File: config.mk
export PLATFORM = sky130hd
export DESIGN_NAME = ps2_transmitter
export DESIGN_NICKNAME = d
export VERILOG_FILES = /design/src/rtl/ps2_pkg.sv /design/src/rtl/ps2_sync_edge.sv /design/src/rtl/ps2_transmitter.sv
export SDC_FILE = /design/constraint.sdc
export NUM_CORES = 1
export LEC_CHECK = 0
export ABC_AREA = 1
export BUFFER_PORTS_ARGS = -buffer_cell sky130_fd_sc_hd__buf_2
export CORE_MARGIN = 1.5
export CORE_UTILIZATION = 30
export DETAILED_ROUTE_END_ITERATION = 10
export SLEW_MARGIN = 10
export SYNTH_ARGS = -nofsm -noshare
export SYNTH_HDL_FRONTEND = slang
export SYNTH_SLANG_ARGS = --single-unit
File: constraint.sdc
create_clock -name Master_Clock_In -period 2 [get_ports Master_Clock_In]
set_input_delay 0.1 -clock Master_Clock_In [delete_from_list [all_inputs] [get_ports Master_Clock_In]]
set_output_delay 0.1 -clock Master_Clock_In [all_outputs]
set_load 0.01 [all_outputs]
File: src/rtl/ps2_pkg.sv
// Shared PS/2 definitions: host-transmit FSM encoding, default timing and parity helper.
package ps2_pkg;

    localparam int unsigned PS2_INHIBIT_CYCLES = 2500;
    localparam int unsigned PS2_TIMEOUT_CYCLES = 375000;

    typedef enum logic [2:0] {
        IDLE,
        INHIBIT,
        START,
        DATA,
        PARITY,
        STOP,
        ACK,
        WAIT_IDLE
    } ps2_tx_state_e;

    function automatic logic odd_parity(input logic [7:0] b);
        return ~^b;
    endfunction

endpackage

File: src/rtl/ps2_sync_edge.sv
// Two-flop synchronizer for one PS/2 line plus falling-edge detect on the synchronized level.
module ps2_sync_edge (
    input  logic clk,
    input  logic rst_n,
    input  logic line_in,
    output logic level,
    output logic fall
);

    logic meta_q, sync_q, prev_q;

    // Idle PS/2 lines are pulled high, so every stage resets to 1.
    always_ff @(posedge clk or negedge rst_n) begin
        if (!rst_n) begin
            meta_q <= 1'b1;
            sync_q <= 1'b1;
            prev_q <= 1'b1;
        end else begin
            meta_q <= line_in;
            sync_q <= meta_q;
            prev_q <= sync_q;
        end
    end

    assign level = sync_q;
    assign fall  = prev_q & ~sync_q;

endmodule

File: src/rtl/ps2_transmitter.sv
// Host-to-keyboard PS/2 byte transmitter with inhibit, open-drain line control and timeout.
//
// state     | meaning
// IDLE      | lines released, ready for a byte
// INHIBIT   | clock held low for INHIBIT_CYCLES
// START     | clock released, data low (start bit), waiting for device clock
// DATA      | presenting data bit idx
// PARITY    | presenting odd parity bit
// STOP      | data released (stop bit)
// ACK       | waiting for the device acknowledge edge
// WAIT_IDLE | waiting for both lines to return high
module ps2_transmitter
    import ps2_pkg::*;
#(
    parameter int unsigned INHIBIT_CYCLES = PS2_INHIBIT_CYCLES,
    parameter int unsigned TIMEOUT_CYCLES = PS2_TIMEOUT_CYCLES
) (
    input  logic       Master_Clock_In,
    input  logic       Reset_N_In,
    input  logic [7:0] Tx_Data,
    input  logic       Tx_Valid,
    output logic       Tx_Ready,
    output logic       Tx_Done,
    output logic       Tx_Error,
    input  logic       PS2_CLK_In,
    input  logic       PS2_DATA_In,
    output logic       PS2_CLK_Oe,
    output logic       PS2_DATA_Oe
);

    localparam int unsigned MAX_CYCLES = (TIMEOUT_CYCLES > INHIBIT_CYCLES) ? TIMEOUT_CYCLES : INHIBIT_CYCLES;
    localparam int CNT_W = $clog2(MAX_CYCLES) + 1;

    logic clk_level, clk_fall, data_level, data_fall;

    ps2_sync_edge u_sync_clk (
        .clk     (Master_Clock_In),
        .rst_n   (Reset_N_In),
        .line_in (PS2_CLK_In),
        .level   (clk_level),
        .fall    (clk_fall)
    );

    ps2_sync_edge u_sync_data (
        .clk     (Master_Clock_In),
        .rst_n   (Reset_N_In),
        .line_in (PS2_DATA_In),
        .level   (data_level),
        .fall    (data_fall)
    );

    ps2_tx_state_e state_q, state_d;
    logic [7:0]    byte_q, byte_d;
    logic          parity_q, parity_d;
    logic [2:0]    idx_q, idx_d;
    logic [CNT_W-1:0] timer_q, timer_d;
    logic          ready_q, ready_d;
    logic          done_q, done_d;
    logic          error_q, error_d;
    logic          clk_oe_q, clk_oe_d;
    logic          data_oe_q, data_oe_d;

    always_comb begin
        state_d   = state_q;
        byte_d    = byte_q;
        parity_d  = parity_q;
        idx_d     = idx_q;
        timer_d   = (timer_q != '0) ? timer_q - CNT_W'(1) : timer_q;
        done_d    = 1'b0;
        error_d   = 1'b0;
        clk_oe_d  = clk_oe_q;
        data_oe_d = data_oe_q;

        case (state_q)
            IDLE: begin
                clk_oe_d  = 1'b0;
                data_oe_d = 1'b0;
                if (Tx_Valid) begin
                    byte_d   = Tx_Data;
                    parity_d = odd_parity(Tx_Data);
                    timer_d  = CNT_W'(INHIBIT_CYCLES - 1);
                    clk_oe_d = 1'b1;
                    state_d  = INHIBIT;
                end
            end
            INHIBIT: begin
                if (timer_q == '0) begin
                    clk_oe_d  = 1'b0;
                    data_oe_d = 1'b1;
                    timer_d   = CNT_W'(TIMEOUT_CYCLES - 1);
                    state_d   = START;
                end
            end
            START: begin
                if (clk_fall) begin
                    idx_d     = 3'd0;
                    data_oe_d = ~byte_q[0];
                    state_d   = DATA;
                end
            end
            DATA: begin
                if (clk_fall) begin
                    if (idx_q == 3'd7) begin
                        data_oe_d = ~parity_q;
                        state_d   = PARITY;
                    end else begin
                        idx_d     = idx_q + 3'd1;
                        data_oe_d = ~byte_q[idx_q + 3'd1];
                    end
                end
            end
            PARITY: begin
                if (clk_fall) begin
                    data_oe_d = 1'b0;
                    state_d   = STOP;
                end
            end
            STOP: begin
                if (clk_fall) state_d = ACK;
            end
            ACK: begin
                if (clk_fall) begin
                    if (!data_level) begin
                        state_d = WAIT_IDLE;
                    end else begin
                        error_d = 1'b1;
                        state_d = IDLE;
                    end
                end
            end
            WAIT_IDLE: begin
                if (clk_level && data_level) begin
                    done_d  = 1'b1;
                    state_d = IDLE;
                end
            end
            default: state_d = IDLE;
        endcase

        // A device clock edge restarts the watchdog; expiry overrides whatever the case decided.
        if (state_q inside {START, DATA, PARITY, STOP, ACK, WAIT_IDLE}) begin
            if (clk_fall) begin
                timer_d = CNT_W'(TIMEOUT_CYCLES - 1);
            end else if (timer_q == '0) begin
                clk_oe_d  = 1'b0;
                data_oe_d = 1'b0;
                done_d    = 1'b0;
                error_d   = 1'b1;
                state_d   = IDLE;
            end
        end

        ready_d = (state_d == IDLE);
    end

    always_ff @(posedge Master_Clock_In or negedge Reset_N_In) begin
        if (!Reset_N_In) begin
            state_q   <= IDLE;
            byte_q    <= '0;
            parity_q  <= 1'b0;
            idx_q     <= '0;
            timer_q   <= '0;
            ready_q   <= 1'b1;
            done_q    <= 1'b0;
            error_q   <= 1'b0;
            clk_oe_q  <= 1'b0;
            data_oe_q <= 1'b0;
        end else begin
            state_q   <= state_d;
            byte_q    <= byte_d;
            parity_q  <= parity_d;
            idx_q     <= idx_d;
            timer_q   <= timer_d;
            ready_q   <= ready_d;
            done_q    <= done_d;
            error_q   <= error_d;
            clk_oe_q  <= clk_oe_d;
            data_oe_q <= data_oe_d;
        end
    end

    assign Tx_Ready    = ready_q;
    assign Tx_Done     = done_q;
    assign Tx_Error    = error_q;
    assign PS2_CLK_Oe  = clk_oe_q;
    assign PS2_DATA_Oe = data_oe_q;

endmodule

## After elaboration in Yosys (flattened, before gate mapping)

Index checks and enable logic that the tools add are counted.

| cells by class | value |
|---|---|
| $add $sub $neg | 2 |
| $mul | 0 |
| div/mod/pow operators | 0 |
| order comparisons | 1 |
| eq/ne operators | 11 |
| shift operators | 0 |
| muxes and demuxes | 52 |
| bitwise logic cells | 5 |
| reduce and logical (&&, ||, !) cells | 10 |

Operator list:

| operator | count |
|---|---|
| two-way mux 20 bit | 5 |
| two-way mux 3 bit | 16 |
| one-hot mux 20 bit (2 select lines) | 1 |
| two-way mux 1 bit | 25 |
| one-hot mux 3 bit (8 select lines) | 1 |
| logical NOT 20 bit | 1 |
| nonzero test 20 bit | 1 |
| subtractor 20 x 1 -> 20 bit (second input constant) | 1 |
| equality test 3 bit (second input constant) | 5 |
| XNOR reduction 8 bit | 1 |
| equality test 3 x 2 -> 1 bit (second input constant) | 2 |
| logical NOT 3 bit | 2 |
| inequality test 2 bit (second input constant) | 3 |
| one-hot mux 3 bit (2 select lines) | 1 |
| nonzero test 6 bit | 1 |
| one-hot mux 1 bit (5 select lines) | 1 |
| less-than comparator 3 x 4 -> 1 bit (second input constant) | 1 |
| inverter 1 bit | 4 |
| AND reduction 4 bit | 1 |
| adder 3 x 1 -> 3 bit (second input constant) | 1 |
| binary-select mux 1 bit (select 3 bit) | 1 |
| equality test 3 x 1 -> 1 bit (second input constant) | 1 |
| one-hot mux 1 bit (2 select lines) | 1 |
| AND reduction 2 bit | 1 |
| other kinds (3) | 3 |

| storage, ports and cells | value |
|---|---|
| bits in registers | 45 |
| bits in latches | 0 |
| RAM bits | 0 |
| bits in read-only memories | 0 |
| output and inout bits | 5 |
| memories | 0 |

## Depth between registers and ports, before layout

| depth | value |
|---|---|
| depth in word-level cells | 10 |
| depth in mapped cells | 13 |
| depth with buffers taken out | 12 |

## Cells and area by module

A second synthesis with hierarchy kept.

| second synthesis, totals | value |
|---|---|
| cell total of the unflattened synthesis | 346 |
| area total of the unflattened synthesis | 2,722.6 um^2 |

Modules (own cells, without submodules):

| module | instances | cells an instance | area each (um^2) | seq. area each (um^2) |
|---|---|---|---|---|
| ps2_transmitter | 1 | 336 | 2,544.9 | 1,002.2 |
| ps2_sync_edge | 2 | 5 | 88.8 | 78.8 |

## Least setup slack after synthesis

No wires, ideal clock.

| timing path | value |
|---|---|
| path type | register to register |
| start point | register timer_q[0] |
| end point | register timer_q[0] |
| library setup time | 0.127 ns |
| data arrival time | 1.719 ns |
| required time | 1.873 ns |
| path slack | 0.154 ns |
| cell stages (with the launch flop) | 11 |
| clock period less this slack | 1.846 ns |
| cells stage by stage | dfrtp_1 > inv_1 > ha_1 > nand2_4 > nor2_2 > nand3_1 > nor2_1 > inv_2 > ha_1 > o31ai_1 > nand2_1 |

| on the way | value |
|---|---|
| word-level cells in the longest chain between the ends | 6 |

RTL lines:

| what | RTL line | text |
|---|---|---|
| from (decl) | ps2_transmitter.sv:56 | `logic [CNT_W-1:0] timer_q, timer_d;` |
| from (signal assigned) | ps2_transmitter.sv:173 | `timer_q <= timer_d;` |
| subtractor 20 x 1 -> 20 bit / nonzero test 20 bit (equally long branches) | ps2_transmitter.sv:68 | `timer_d = (timer_q != '0) ? timer_q - CNT_W'(1) : timer_q;` |
| two-way mux 20 bit | ps2_transmitter.sv:68 |  |
| two-way mux 20 bit (on tied branches) | ps2_transmitter.sv:87, ps2_transmitter.sv:78 |  |
| one-hot mux 20 bit (2 select lines) * | ps2_transmitter.sv:74 | `case (state_q)` |
| two-way mux 20 bit | ps2_transmitter.sv:142 | `if (clk_fall) begin` |
| two-way mux 20 bit * | ps2_transmitter.sv:141 | `if (state_q inside {START, DATA, PARITY, STOP, ACK, WAIT_IDLE}) begin` |
| named net timer_d[0] | ps2_transmitter.sv:56 |  |

Mark *: on every way through the listed nets, which the timed path passes. The rest lies on a longest branch.
A chain may end at the register's enable or synchronous reset.

## Final worst setup path

| timing path | value |
|---|---|
| start point | register timer_q[6] |
| end point | register timer_q[0] |

| on the way | value |
|---|---|
| word-level cells in the longest chain between the ends | 6 |

RTL lines:

| what | RTL line |
|---|---|
| nonzero test 20 bit | ps2_transmitter.sv:68 |
| two-way mux 20 bit | ps2_transmitter.sv:68 |
| two-way mux 20 bit (on tied branches) | ps2_transmitter.sv:87, ps2_transmitter.sv:78 |
| one-hot mux 20 bit (2 select lines) * | ps2_transmitter.sv:74 |
| two-way mux 20 bit | ps2_transmitter.sv:142 |
| two-way mux 20 bit * | ps2_transmitter.sv:141 |
| named net timer_d[0] | ps2_transmitter.sv:56 |

Marks and branches as above.

==> results.cfg <==
[synth]
syn_area_um2 = 2730
avgSynthCellArea_um2 = 7.88
netlist-cell-type-count = 42
ys_ff_latch = 45
yosysWarnings = 0
synthCells = 346
synth-edff-count = 0
async_flop_share_pct = 100
syn-num-nets = 363
synth.yosys.seq_area_share_pct = 41.6
ys.flop_type = dfrtp_1

[global_routing]
grt_use_total_pct = 12.0
grt_max_degree = 46
grt_pass1_wl_um = 9520
grt_pass1_vias = 2080
overflow = 0
antenna_found_initial = 0

[setup_path]
worst_path_most_repeated_cell = nor2_2
crit_path_top_delay_cell = dfrtp_1
crit_chain = nor2_2, nand3_1, nor2_4, nand3_2, nor2_2, inv_2, ha_1, o31ai_2, nand2_1
worstPathArrival_ns = 2.05
worstSetupEndpointType = flop
critical_path_required_ns = 2.18
startpoint_type = flop
worstSetupPathType = flop to flop
max_stage_delay_ns = 0.42
crit_fanout = 3

[sta]
finalMaxSlewViolations = 0
worst_pin_slew_ns = 0.390
fmax_mhz = 537
finClkSkew_ns = 0.0127
fin_crit_sh_pct = 93.2
finalSetupViolations = 0
fin_ws_ns = 0.137
finalHoldViolations = 0
slew_headroom_pct = 74.0
fin_crit_ns = 1.86
tns_ns = 0

[clocking]
cts_tree = yes
cts.htree.levels = 2
clkTransAtPathRegs_ns = 0.10
root_buffer = clkbuf_8
clk_latency_ns = 0.30
clk_path_buf_depth = 2
numCtsBuffers = 5
clock_sinks = 45

[floorplanning]
die_x_um = 98.3
boundaryPins = 18
core_um2 = 8760
start_util_pct = 31.1
dieArea_um2 = 9660
fp-row-count = 34
die_h_um = 98.3

[route]
drt_iter0_drc = 150
first_pass_iters = 4
drc_errors = 0
viasPerCell = 4.62
wl_um = 5580
via_count = 2234
antenna_left = 0
avgRoutedWirePerCell_um = 11.5

[hold_path]
hold_path.class = input pin to flop

[power_and_ir_drop]
max-vdd-ir-drop_mv = 0.415
p_per_area_nw_per_um2 = 900
power_mw = 2.81
leakagePower_nw = 1.52

[run_status]
status = complete, no violations

[finish]
layout_commonest_cell = nand2_1
n_antenna_cell = 0
syn_to_final_growth_pct = 14.6
fin_nets = 392
drive_gt1_share_pct = 22.9
final_cell_area_um2 = 3120
n_fill_cell = 923
final_cell_mix = nand2_1, nor2_1, dfrtp_1, inv_1, nand3_1

[job]
timing.max_cap.violations = 0

[placed_design]
dpl_cell_area_um2 = 2970
pre_cts_slack_ns = 0.0280
place_congestion = 0.918
port_buffers = 17
dp_hpwl_um = 4250
final cells by class:
type	count	area (um^2)	area share, %
clock buffer	5	68.8	2.20
clock inverter	3	21.3	0.681
inverter	40	154	4.93
multi-input combinational	256	1430	45.8
sequential	45	1130	36.3
tap	108	135	4.33
timing repair buffer	27	180	5.77
worst max-delay path, delay by kind of cell (launching register included):
family / cells / cell delay (ns)
and+or+nand+nor: 6 / 0.75
DFF: 1 / 0.42
adders and majority gates: 1 / 0.28
AOI/OAI and AO/OA: 1 / 0.24
buffers and inverters: 1 / 0.05
synth_stat cells, types with 2 or more instances:
cell type	instances	area, um^2
o21ai_0	8	40.0
nand4_1	3	18.8
nand3_1	30	150
nand2_1	89	334
inv_1	33	124
a21oi_1	6	30.0
ha_1	4	50.1
o31ai_1	2	15.0
dfrtp_1	39	976
buf_4	3	22.5
nand3b_1	5	37.5
nor2_2	11	68.8
o21ai_1	4	20.0
nor2_1	44	165
xor2_1	3	26.3
xnor2_1	8	70.1
a211oi_1	2	15.0
nor3_1	4	20.0
nor2_4	7	78.8
inv_2	5	18.8
nand2_2	6	37.5
dfstp_2	6	158
a21oi_2	2	17.5
o211ai_1	4	30.0
metal layers:
metal	up-vias	GRT usage [%]	routed length, um
li1	1165	-	-
met1	1026	16.7	2720
met2	41	19.5	2650
met3	2	2.22	188
met4	0	2.38	17
met5	-	0	0
timing repair:
item	4_1_cts	5_1_grt
hold endpoints to repair	41	0
hold buffers	3	0
setup endpoints to repair	0	4
gates resized for setup	0	7
buffers inserted	0	0
logic make-up (layout without fill, tap and decap cells):
| kind of cell | count (synthesis) | in the layout | share of synthesized area, % |
|---|---|---|---|
| buffers and inverters | 45 | 75 | 7.07 |
| AND/OR/NAND/NOR | 208 | 208 | 37.6 |
| flip-flops | 45 | 45 | 41.6 |
| AO/OA/AOI/OAI | 33 | 33 | 8.36 |
| adder cells (fa/ha/maj) | 4 | 4 | 1.84 |
| XOR/XNOR | 11 | 11 | 3.54 |
through the flow:
step / cells / hold slack [ns] / utilization [%]
finish: 484 / 0.0284 / 35.6
floorplan: 346 / -0.196 / -
global route: 484 / 0.0376 / 35.6
CTS: 484 / 0.0117 / 35.3
global placement: 473 / 0.0969 / 33.9
detailed placement: 473 / 0.101 / 33.9
where the power goes:
part | internal (mW) | switching, mW | total [mW]
logic | 0.392 | 0.574 | 0.966
registers | 1.11 | 0.155 | 1.27
clock network | 0.248 | 0.326 | 0.575
sequential cells by signal (all words and copies together), names as in the netlist:
register,count
byte_q,8
u_sync_data.meta_q,1
Tx_Done,1
state_q,3
u_sync_clk.meta_q,1
parity_q,1
PS2_DATA_Oe,1
u_sync_clk.level,1
Tx_Ready,1
u_sync_clk.prev_q,1
u_sync_data.level,1
idx_q,3
timer_q,20
Tx_Error,1
PS2_CLK_Oe,1
worst paths after layout:
check	from	endpoint	slack, ns	cells past startpoint
max in group asynchronous	Reset_N_In	Tx_Ready	1.43	3
min in group asynchronous	Reset_N_In	idx_q[1]	0.30	3
min	Tx_Data[1]	byte_q[1]	0.03	3
min reg2reg	u_sync_clk.meta_q	u_sync_clk.level	0.36	0
max	timer_q[6]	timer_q[0]	0.14	9
max reg2reg	timer_q[6]	timer_q[0]	0.14	9
Note: power is estimated with default switching activity, not from simulation.
